### src/rtl/counter_sweep_pkg.sv
// Shared types and constants for the counter sweep controller.
// State encoding and mode codes used by the controller and its bench.
package counter_sweep_pkg;

   typedef enum logic [2:0] {
      StIdle,
      StSeek,
      StRunUp,
      StRunDn,
      StDwell,
      StFinish
   } state_e;

   localparam logic [1:0] MODE_UP_ONCE   = 2'd0;
   localparam logic [1:0] MODE_DOWN_ONCE = 2'd1;
   localparam logic [1:0] MODE_TRIANGLE  = 2'd2;
   localparam logic [1:0] MODE_ILLEGAL   = 2'd3;

endpackage

### src/rtl/counter_sweep_ctrl_dwell_timer.sv
// Loadable down-counter that times the hold at each sweep endpoint.
// Load wins over counting; the count parks at zero.
module dwell_timer #(
   parameter int unsigned DW = 4
) (
   input  logic          clk,
   input  logic          reset,
   input  logic          load,
   input  logic [DW-1:0] load_val,
   output logic [DW-1:0] value,
   output logic          expire
);

   logic [DW-1:0] value_q;

   always_ff @(posedge clk) begin
      if (!reset) begin
         value_q <= '0;
      end else if (load) begin
         value_q <= load_val;
      end else if (value_q != '0) begin
         value_q <= value_q - DW'(1);
      end
   end

   assign value  = value_q;
   assign expire = (value_q == DW'(1));

endmodule

### src/rtl/counter_sweep_ctrl.sv
// Sequencer steering an up/down counter between programmable bounds.
// Counter controls are combinational from state and live q, so no overshoot.
module counter_sweep_ctrl
   import counter_sweep_pkg::*;
#(
   parameter int unsigned W  = 8,
   parameter int unsigned DW = 4
) (
   input  logic          clk,
   input  logic          reset,
   input  logic          start,
   input  logic          abort,
   input  logic [1:0]    mode,
   input  logic [W-1:0]  lo,
   input  logic [W-1:0]  hi,
   input  logic [7:0]    cycles,
   input  logic [DW-1:0] dwell,
   input  logic [W-1:0]  q,
   output logic          cnt_en,
   output logic          cnt_up,
   output logic          busy,
   output logic          done,
   output logic          err,
   output logic [7:0]    period_cnt
);

   state_e        state_q, state_d;
   state_e        after_q, after_d;
   logic [1:0]    mode_q;
   logic [W-1:0]  lo_q, hi_q;
   logic [7:0]    cycles_q;
   logic [DW-1:0] dwell_q;
   logic [7:0]    period_q, period_d;
   logic          err_q, err_d;
   logic          capture;
   logic          dwell_load;
   logic [DW-1:0] dwell_value;
   logic          dwell_expire;
   logic [W-1:0]  target;
   logic [7:0]    period_inc;
   state_e        seek_run;

   dwell_timer #(
      .DW(DW)
   ) u_dwell_timer (
      .clk     (clk),
      .reset   (reset),
      .load    (dwell_load),
      .load_val(dwell_q),
      .value   (dwell_value),
      .expire  (dwell_expire)
   );

   always_ff @(posedge clk) begin
      if (!reset) begin
         state_q  <= StIdle;
         after_q  <= StIdle;
         period_q <= '0;
         err_q    <= 1'b0;
         mode_q   <= MODE_UP_ONCE;
         lo_q     <= '0;
         hi_q     <= '0;
         cycles_q <= '0;
         dwell_q  <= '0;
      end else begin
         state_q  <= state_d;
         after_q  <= after_d;
         period_q <= period_d;
         err_q    <= err_d;
         if (capture) begin
            mode_q   <= mode;
            lo_q     <= lo;
            hi_q     <= hi;
            cycles_q <= cycles;
            dwell_q  <= dwell;
         end
      end
   end

   assign period_inc = period_q + 8'd1;

   always_comb begin
      state_d    = state_q;
      after_d    = after_q;
      period_d   = period_q;
      err_d      = 1'b0;
      capture    = 1'b0;
      dwell_load = 1'b0;
      cnt_en     = 1'b0;
      cnt_up     = 1'b0;
      target     = (mode_q == MODE_DOWN_ONCE) ? hi_q : lo_q;
      seek_run   = (mode_q == MODE_DOWN_ONCE) ? StRunDn : StRunUp;

      unique case (state_q)
         StIdle: begin
            if (start) begin
               if (mode == MODE_ILLEGAL || lo > hi) begin
                  err_d = 1'b1;
               end else begin
                  capture  = 1'b1;
                  period_d = '0;
                  state_d  = StSeek;
               end
            end
         end
         StSeek: begin
            if (q != target) begin
               cnt_en = 1'b1;
               cnt_up = (q < target);
            end else if (dwell_q != '0) begin
               state_d    = StDwell;
               after_d    = seek_run;
               dwell_load = 1'b1;
            end else begin
               state_d = seek_run;
            end
         end
         StRunUp: begin
            if (q != hi_q) begin
               cnt_en = 1'b1;
               cnt_up = 1'b1;
            end else if (mode_q != MODE_TRIANGLE) begin
               state_d = StFinish;
            end else if (dwell_q != '0) begin
               state_d    = StDwell;
               after_d    = StRunDn;
               dwell_load = 1'b1;
            end else begin
               state_d = StRunDn;
            end
         end
         StRunDn: begin
            if (q != lo_q) begin
               cnt_en = 1'b1;
            end else if (mode_q != MODE_TRIANGLE) begin
               state_d = StFinish;
            end else begin
               period_d = period_inc;
               if (cycles_q != '0 && period_inc == cycles_q) begin
                  state_d = StFinish;
               end else if (dwell_q != '0) begin
                  state_d    = StDwell;
                  after_d    = StRunUp;
                  dwell_load = 1'b1;
               end else begin
                  state_d = StRunUp;
               end
            end
         end
         StDwell: begin
            // A zero timer can only mean a missed load; leave rather than stall.
            if (dwell_expire || dwell_value == '0) begin
               state_d = after_q;
            end
         end
         StFinish: begin
            state_d = StIdle;
         end
         default: begin
            state_d = StIdle;
         end
      endcase

      if (abort && state_q inside {StSeek, StRunUp, StRunDn, StDwell}) begin
         state_d    = StIdle;
         after_d    = after_q;
         period_d   = period_q;
         dwell_load = 1'b0;
         cnt_en     = 1'b0;
         cnt_up     = 1'b0;
      end

      // Reset freezes the counter in the same cycle so q stays where it was.
      if (!reset) begin
         cnt_en = 1'b0;
         cnt_up = 1'b0;
      end
   end

   assign busy       = (state_q != StIdle);
   assign done       = (state_q == StFinish);
   assign err        = err_q;
   assign period_cnt = period_q;

endmodule

### config.mk
export PLATFORM = sky130hd
export DESIGN_NAME = counter_sweep_ctrl
export DESIGN_NICKNAME = d
export VERILOG_FILES = /design/src/rtl/counter_sweep_pkg.sv /design/src/rtl/counter_sweep_ctrl_dwell_timer.sv /design/src/rtl/counter_sweep_ctrl.sv
export SDC_FILE = /design/constraint.sdc
export NUM_CORES = 1
export LEC_CHECK = 0
export CAP_MARGIN = 20
export CORE_MARGIN = 4
export CORE_UTILIZATION = 36
export DETAILED_ROUTE_END_ITERATION = 10
export SYNTH_ARGS = -nofsm -noshare
export SYNTH_HDL_FRONTEND = slang
export SYNTH_SLANG_ARGS = --single-unit
### constraint.sdc
create_clock -name clk -period 6.85 [get_ports clk]
set_input_delay 0.685 -clock clk [delete_from_list [all_inputs] [get_ports clk]]
set_output_delay 0.685 -clock clk [all_outputs]
set_load 0.1 [all_outputs]
==> flow_summary_export.csv, run 1 <==
group,metric,value,unit
cells_and_area,post-route-util,0.4532,
worst_setup_path,worstPathMaxFanout,6,
synth,dominantRegCellSynth,"dfxtp_1",
clock_network,cts_root_buffer,"clkbuf_8",
clock_network,cts_buffer_depth,2,
floorplan,coreArea,8721,sq um
synth,syn_area_per_cell,8.602,sq um
synth,ys_seq_elements,48,
clock_network,post_cts_buffers,0,
worst_setup_path,path_class,"reg2out",
timing,period_share,0.6976,
detailed_routing,wl_per_cell,14.51,microns
cells_and_area,antenna_cells,0,
clock_network,cts_made_buffers,5,
detailed_routing,drc_errors,0,
place,dp_hpwl,5808,microns
detailed_routing,route.final.wire_length,7661,microns
synth,syn_inst,375,
clock_network,htreeDepth,2,
synth,synth-edff-count,0,
floorplan,initial_core_util,0.3699,
clock_network,postCtsHoldBufs,0,
timing,maxSlewHeadroom,0.3387,
synth,synth_area_leaders,"dfxtp_1, mux2i_1, ha_1",
outcome,run_status,"finished clean",
synth,syn-cell-area,3226,sq um
clock_network,tritoncts,"done",
clock_network,clk_latency,310,ps
timing,min_period,4779,ps
floorplan,rows,34,
worst_setup_path,cp_data_arrival_time,4090,ps
worst_setup_path,critPathSlowestCell,"clkdlybuf4s50_1",
place,port_buffers,54,
worst_setup_path,path_cells,"nor2b_1 -> mux2i_1 -> ha_1 -> nand4_1 -> o21ai_0 -> nor2_1 -> o211ai_1 -> a2111oi_1 -> clkdlybuf4s50_1",
global_routing,first_global_vias,2617,
synth,synth_top_cell_by_area,"dfxtp_1",
clock_network,cts_resized,0,
synth,synth-seq-area-share,0.2979,
cells_and_area,mostFrequentLayoutCell,"clkdlybuf4s50_1",
detailed_routing,vias_per_cell,5.189,
global_routing,antenna_found_initial,0,
cells_and_area,final_layout_size_suffix_gt1_frac,0.05000,
worst_setup_path,r2r_cells,9,
global_routing,grt_pass1_wl,12630,microns
timing,skew,11.27,ps
global_routing,gr-usage-all-layers,0.1505,
worst_setup_path,cp.required,6160,ps
detailed_routing,num_vias,2740,
timing,tightest_slew,988.8,ps
timing,slew_violations,0,
cells_and_area,mostFrequentLayoutCells,"clkdlybuf4s50_1, dfxtp_1, mux2i_1",
cells_and_area,nNetsFinal,480,
floorplan,die_area,10540,sq um
worst_setup_path,worst_path_largest_cell_delay,1220,ps
floorplan,pin_count,55,
worst_hold_path,hold_path.class,"reg2reg",
pwr,p_per_area,227.2,nW/um^2
floorplan,dieHeight,102.7,microns
worst_setup_path,cp-end-kind,"output port",
synth,synth_fp_nets,436,
timing,setup_viol,0,
timing,finalSetupTns,0,ps
worst_hold_path,hold_depth,2,
detailed_routing,firstDrtPassIters,4,
synth,synthArstFlopShare,0,
synth,synth_cell_types,56,
clock_network,clkTransAtPathRegs,100,ps
worst_setup_path,worst_setup_path_start_kind,"flop",
place,gp_congestion,0.9348,
detailed_routing,drt_first_iter_violations,203,
clock_network,clock_sinks,48,
global_routing,grt_overflow,0,
run,maxCapViolations,0,
synth,synth-warning-count,0,
timing,clock.fmax,0.2093,GHz
timing,report.final.hold_viol_count,0,
timing,rsz0062_at_grt,"false",
synth,synth_top_area_share,0.2979,
pwr,vdd_drop_max,0.08344,mV
pwr,power.leakage,1.423,nW
cells_and_area,areaGrowthSynthToFinish,22.54,%
global_routing,grt_start_max_net_pins,58,
floorplan,die_w,102.7,microns
detailed_routing,drtAntennaViolNets,0,
-- power breakdown --
group          internal (mW)  switching (mW)
clock                  0.110           0.104
combinational          0.149           0.185
sequential             0.311          0.0394
total                  0.570           0.328
-- stage by stage --
stage               instance area, sq um  hold WS [ps]  total power [mW]  worst slack (ps)  cells
detailed placement                  3837         467.3            0.6901              2313    520
CTS                                 3953         481.8            0.9073              2018    528
floorplan                           3227         434.2            0.6017              1142    375
global placement                    3837         447.6            0.6856              2317    520
global route                        3953         494.6            0.9607              1847    528
finish                              3953         477.9            0.8982              2071    528
-- Yosys cell counts (9+ instances only) --
cell type,number
dfxtp_1,48
o21ai_0,12
ha_1,19
nand2_1,31
nor2b_1,38
clkbuf_1,12
inv_1,13
mux2i_1,42
nor2_1,15
xnor2_1,22
nand4_1,11
nor3_1,9
a21oi_1,16
-- final cells by class --
| type | instances | area (sq um) |
|---|---|---|
| repair buffers | 56 | 555.5 |
| well taps | 108 | 135.1 |
| inverters | 13 | 48.80 |
| clock inverters | 3 | 46.29 |
| clock buffers | 5 | 68.82 |
| multi-input cells | 295 | 2137 |
| flip-flops and latches | 48 | 960.9 |
| fillers | 845 | 4768 |
-- worst max-delay path: cells and delay by family, from the launching register on --
kind                       cells  cell delay, ps
adders and majority gates      1             260
AOI/OAI and AO/OA              3             790
and+or+nand+nor                3             850
DFF                            1             380
buffers and inverters          1            1220
muxes                          1             280
-- logic make-up (layout without fill, tap and decap cells) --
kind of cell,after synthesis,count (layout),synth area share
compound gates,61,61,0.1241
buf+inv,32,77,0.04189
mux,42,42,0.1303
flops,48,48,0.2979
xor+xnor,26,26,0.07059
simple gates,147,147,0.2614
fa+ha+maj,19,19,0.07370
-- metal layers --
| layer | track usage | vias to the layer above | wire length (microns) | part of all wire |
|---|---|---|---|---|
| met5 | 0 | - | 0 | 0 |
| met4 | 0.03835 | 0 | 81 | 0.011 |
| met3 | 0.02639 | 6 | 359 | 0.047 |
| met2 | 0.2483 | 78 | 3575 | 0.47 |
| met1 | 0.2036 | 1243 | 3645 | 0.48 |
| li1 | - | 1413 | - | - |
-- sequential cells by signal, indices dropped and copies added, names as in the netlist --
signal and count:
cycles_q 8, dwell_q 4, hi_q 8, err 1
period_cnt 8, mode_q 2, state_q 3, lo_q 8
after_q 2, u_dwell_timer.value 4
-- final timing paths --
path | start | to | slack, ps
setup / recovery | mode_q[0] | cnt_up | 2070
hold / removal | after_q[0] | after_q[0] | 480
setup reg to reg | mode_q[0] | u_dwell_timer.value[3] | 3640
hold reg to reg | after_q[0] | after_q[0] | 480
Note: power is estimated with default switching activity, not from simulation.
==> inputs of run 2 (changes only) <==
- clock period: 6.85 -> 3.95 ns (I/O delays scaled with it)
==> run 2 against run 1 <==
Effect of this change:
- largest cell class unchanged
- largest power group unchanged
- utilization rose by 0.17 points
- design area rose by 0.38%
- flip-flop and latch count is the same
- highest routed layer unchanged
- critical path depth is the same
- clock skew shrank 8.8 ps
- total power rose by 69%
- clock-buffer cell count grew 1
- non-clock buffer count rose by 1
==> flow_summary_export.csv, run 2 (synthesis results as in run 1) <==
group,metric,value,unit
clock_network,clk_latency,310,ps
detailed_routing,drt_first_iter_violations,106,
clock_network,htreeDepth,2,
cells_and_area,areaGrowthSynthToFinish,23.00,%
run,maxCapViolations,0,
global_routing,grt_start_max_net_pins,56,
timing,period_share,0.8781,
detailed_routing,num_vias,2782,
worst_setup_path,cp.required,3560,ps
worst_setup_path,worst_setup_path_start_kind,"flop",
global_routing,grt_pass1_wl,12940,microns
worst_setup_path,path_cells,"nor2b_1 -> mux2i_1 -> ha_1 -> nand4_1 -> o21ai_0 -> nor2_1 -> o211ai_1 -> a2111oi_4 -> buf_12",
timing,min_period,3469,ps
pwr,power.leakage,1.424,nW
cells_and_area,mostFrequentLayoutCell,"clkdlybuf4s50_1",
detailed_routing,drc_errors,0,
floorplan,pin_count,55,
clock_network,cts_made_buffers,5,
timing,finalSetupTns,0,ps
cells_and_area,finalInstanceArea,3968,sq um
detailed_routing,firstDrtPassIters,4,
clock_network,postCtsHoldBufs,0,
clock_network,clkTransAtPathRegs,90,ps
timing,report.final.hold_viol_count,0,
worst_setup_path,critPathSlowestCell,"nor2b_1",
pwr,p_per_area,382.4,nW/um^2
global_routing,gr-usage-all-layers,0.1535,
floorplan,initial_core_util,0.3699,
timing,skew,2.479,ps
clock_network,clock_sinks,48,
worst_hold_path,hold_path.class,"reg2reg",
place,port_buffers,54,
clock_network,cts_resized,0,
detailed_routing,drtAntennaViolNets,0,
timing,slew_violations,0,
cells_and_area,antenna_cells,0,
clock_network,post_cts_buffers,0,
cells_and_area,final.fill_count,857,
worst_setup_path,crit_family,"simple AND/OR/NAND/NOR gates",
clock_network,tritoncts,"done",
place,gp_congestion,0.8708,
worst_setup_path,worstPathMaxFanout,6,
global_routing,grt_overflow,0,
worst_setup_path,cp_data_arrival_time,3070,ps
cells_and_area,nNetsFinal,481,
worst_setup_path,path_class,"reg2out",
global_routing,antenna_found_initial,0,
clock_network,cts_root_buffer,"clkbuf_8",
place,dp_hpwl,5978,microns
detailed_routing,route.final.wire_length,7755,microns
global_routing,first_global_vias,2707,
worst_setup_path,cp-end-kind,"output port",
worst_setup_path,worst_path_largest_cell_delay,580,ps
cells_and_area,final_cells,529,
cells_and_area,final_layout_size_suffix_gt1_frac,0.05938,
detailed_routing,vias_per_cell,5.259,
timing,tightest_slew,978.6,ps
worst_setup_path,cp_num_buf_inv,1,
timing,clock.fmax,0.2883,GHz
place,placed_cell_area,3870,sq um
timing,rsz0062_at_grt,"false",
floorplan,coreArea,8721,sq um
floorplan,die_area,10540,sq um
clock_network,cts_buffer_depth,2,
pwr,vdd_drop_max,0.1524,mV
cells_and_area,mostFrequentLayoutCells,"clkdlybuf4s50_1, dfxtp_1, mux2i_1",
floorplan,die_w,102.7,microns
detailed_routing,wl_per_cell,14.66,microns
timing,setup_viol,0,
place,dp_cells,521,
floorplan,rows,34,
pwr,totalPowerFinal,1.517,mW
timing,maxSlewHeadroom,0.3456,
floorplan,dieHeight,102.7,microns
outcome,run_status,"finished clean",
[run 2: cell types whose count changed in the layout (fill, tap and decap cells not counted)]
cell             delta
clkdlybuf4s50_1     -2
bufinv_16           -1
a2111oi_1           -1
a2111oi_4           +1
buf_4               +2
inv_6               -1
clkinvlp_4          +1
clkbuf_8            +1
buf_12              +1
[run 2: routing by layer]
metal | vias to the layer above | GRT usage | part of all wire
met3 | 9 | 0.03112 | 0.046
li1 | 1416 | - | -
met5 | - | 0 | 0
met2 | 78 | 0.2552 | 0.47
met1 | 1279 | 0.2022 | 0.47
met4 | 0 | 0.04238 | 0.013
[run 2: stage by stage]
step / hold slack (ps) / setup WS, ps / utilization
after floorplan: 434.2 / 634.7 / -
after global placement: 447.8 / 830.5 / 0.4438
after detailed placement: 461.9 / 771.9 / 0.4438
after CTS: 475.6 / 410.2 / 0.4550
after global routing: 509.4 / 175.8 / 0.4550
final: 470.8 / 481.4 / 0.4550
[run 2: power breakdown]
part,internal [mW],switching (mW),leakage [nW]
logic,0.263,0.324,0.990
registers,0.539,0.0677,0.391
clock network,0.142,0.181,0.0434
[run 2: cell type report]
cell class	count	area, sq um	area share
clock buffers	6	82.58	0.02081
clock inverters	2	15.01	0.003784
inverters	13	48.80	0.01230
multi-input cells	295	2155	0.5430
flip-flops and latches	48	960.9	0.2422
well taps	108	135.1	0.03406
repair buffers	57	570.5	0.1438
[run 2: worst register-to-register path, stage by stage (launching register included)]
cell	delay (ps)
dfxtp_1	380
nor2b_1	580
mux2i_1	190
ha_1	320
nand4_1	120
o21ai_0	400
nand4_1	200
or4_4	540
nand2_4	130
mux2i_1	200
[run 2: path summary, 6_finish.rpt]
kind,from,endpoint,slack (ps),depth (start not counted)
max,mode_q[0],cnt_up,480,9
min,after_q[0],after_q[0],470,2
max reg2reg,mode_q[0],u_dwell_timer.value[3],820,9
min reg2reg,after_q[0],after_q[0],470,2
==> inputs of run 3 (changes only) <==
- PLACE_DENSITY: not set -> 0.64
==> run 3 against run 2 <==
Effect of this change:
- critical endpoint unchanged
- clock-buffer cell count unchanged
- design area rose by 0.41%
- sequential share of layout area fell by 0.099 points
- worst setup slack improved by 4.5 ps
- highest routed layer unchanged
- clock power grew 17%
- die area unchanged
- first-iteration DRC count is 8.5% higher
- utilization is 0.19 points higher
- combinational power is essentially flat
- wire length rose by 0.25%
==> flow_summary_export.csv, run 3 (synthesis results as in run 1) <==
group,metric,value,unit
place,dp_cells,520,
detailed_routing,wl_per_cell,14.72,microns
timing,slew_violations,0,
timing,setup_viol,0,
timing,report.final.hold_viol_count,0,
clock_network,tritoncts,"done",
clock_network,cts_resized,0,
place,dp_hpwl,6108,microns
timing,tightest_slew,996.9,ps
cells_and_area,final.fill_count,865,
cells_and_area,antenna_cells,0,
global_routing,gr-usage-all-layers,0.1495,
clock_network,htreeDepth,2,
cells_and_area,mostFrequentLayoutCell,"clkdlybuf4s50_1",
clock_network,cts_root_buffer,"clkbuf_8",
worst_setup_path,cp_data_arrival_time,3070,ps
timing,rsz0062_at_grt,"false",
worst_setup_path,path_class,"reg2out",
detailed_routing,wl_met3,255,microns
global_routing,grt_start_max_net_pins,57,
cells_and_area,multiInputGateArea,2155,sq um
pwr,vdd_drop_max,0.1647,mV
run,maxCapViolations,0,
clock_network,cts_made_buffers,5,
pwr,p_per_area,394.7,nW/um^2
detailed_routing,firstDrtPassIters,4,
timing,finalSetupTns,0,ps
floorplan,dieHeight,102.7,microns
worst_setup_path,worstPathMaxFanout,6,
global_routing,grt_pass1_wl,12740,microns
timing,period_share,0.8770,
worst_setup_path,cp.required,3560,ps
cells_and_area,final_cells,528,
worst_hold_path,hold_path.class,"reg2reg",
clock_network,clk_latency,300,ps
floorplan,pin_count,55,
clock_network,clkTransAtPathRegs,90,ps
worst_setup_path,path_cells,"nor2b_1 -> mux2i_1 -> ha_1 -> nand4_1 -> o21ai_0 -> nor2_1 -> o211ai_1 -> a2111oi_4 -> buf_12",
detailed_routing,route.final.wire_length,7774,microns
pwr,power.leakage,1.437,nW
timing,skew,4.171,ps
detailed_routing,topRoutingLayerUsed,"met4",
floorplan,die_area,10540,sq um
detailed_routing,wl_met2,3796,microns
cells_and_area,areaGrowthSynthToFinish,23.51,%
cells_and_area,seq_area,960.9,sq um
clock_network,clock_sinks,48,
place,dpl_worst_slack,790.8,ps
floorplan,rows,34,
timing,clock.fmax,0.2887,GHz
detailed_routing,vias_per_cell,5.239,
floorplan,initial_core_util,0.3699,
timing,min_period,3464,ps
timing,setup_ws,485.9,ps
timing,maxSlewHeadroom,0.3333,
cells_and_area,nNetsFinal,480,
worst_setup_path,worst_setup_path_start_kind,"flop",
worst_setup_path,critPathSlowestCell,"nor2b_1",
detailed_routing,m1WireLength,3653,microns
detailed_routing,num_vias,2766,
place,port_buffers,54,
global_routing,first_global_vias,2689,
outcome,run_status,"finished clean",
clock_network,postCtsHoldBufs,0,
detailed_routing,drt_first_iter_violations,115,
worst_setup_path,cp-end-kind,"output port",
clock_network,cts_buffer_depth,2,
detailed_routing,drtAntennaViolNets,0,
cells_and_area,final_layout_size_suffix_gt1_frac,0.05714,
clock_network,post_cts_buffers,0,
cells_and_area,mostFrequentLayoutCells,"clkdlybuf4s50_1, dfxtp_1, mux2i_1",
place,gp_congestion,0.8837,
global_routing,antenna_found_initial,0,
floorplan,coreArea,8721,sq um
floorplan,die_w,102.7,microns
global_routing,grt_overflow,0,
detailed_routing,drc_errors,0,
worst_setup_path,worst_path_largest_cell_delay,550,ps
run 3: changes by cell type in the layout (fill, tap and decap cells not counted), sizes merged:
cell | before | now
clkinvlp | 2 | 0
bufinv | 0 | 1
buf | 5 | 4
clkinv | 0 | 1
run 3: per-stage QoR:
stage	area, sq um	hold slack [ps]	power, mW	utilization
6_report	3984	464.2	1.573	0.4568
5_1_grt	3984	483.1	1.676	0.4568
4_1_cts	3984	468.8	1.593	0.4568
3_5_place_dp	3862	456.0	1.208	0.4429
3_3_place_gp	3862	446.4	1.196	0.4429
2_1_floorplan	3244	434.2	1.050	-
run 3: layout make-up:
type | count | share of cell area
inverter | 13 | 0.01225
multi-input combinational | 295 | 0.5408
timing repair buffer | 56 | 0.1413
tap | 108 | 0.03392
sequential | 48 | 0.2412
clock inverter | 2 | 0.009736
clock buffer | 6 | 0.02073
run 3: metal layers:
metal  vias up  track usage
met3         6      0.01894
met4         0      0.03330
met2        53       0.2602
li1       1415            -
met1      1292       0.1973
met5         -            0
run 3: worst max-delay path, delay by kind of cell (launching register included):
family / cells / cell delay, ps
compound gates: 3 / 800
fa+ha+maj: 1 / 280
buf+inv: 1 / 220
flops: 1 / 380
mux: 1 / 270
simple gates: 3 / 820
run 3: power breakdown:
part	leakage, nW	internal [mW]	switching [mW]	total [mW]
Sequential	0.391	0.539	0.0685	0.608
Combinational	0.985	0.261	0.326	0.587
Clock	0.0614	0.207	0.171	0.378
Total	1.44	1.01	0.565	1.57
run 3: worst paths after layout:
check | startpoint | end | slack [ps] | cells past startpoint
max | mode_q[0] | cnt_up | 490 | 9
min | after_q[0] | after_q[0] | 460 | 2
max reg2reg | mode_q[0] | u_dwell_timer.value[2] | 790 | 9
min reg2reg | after_q[0] | after_q[0] | 460 | 2
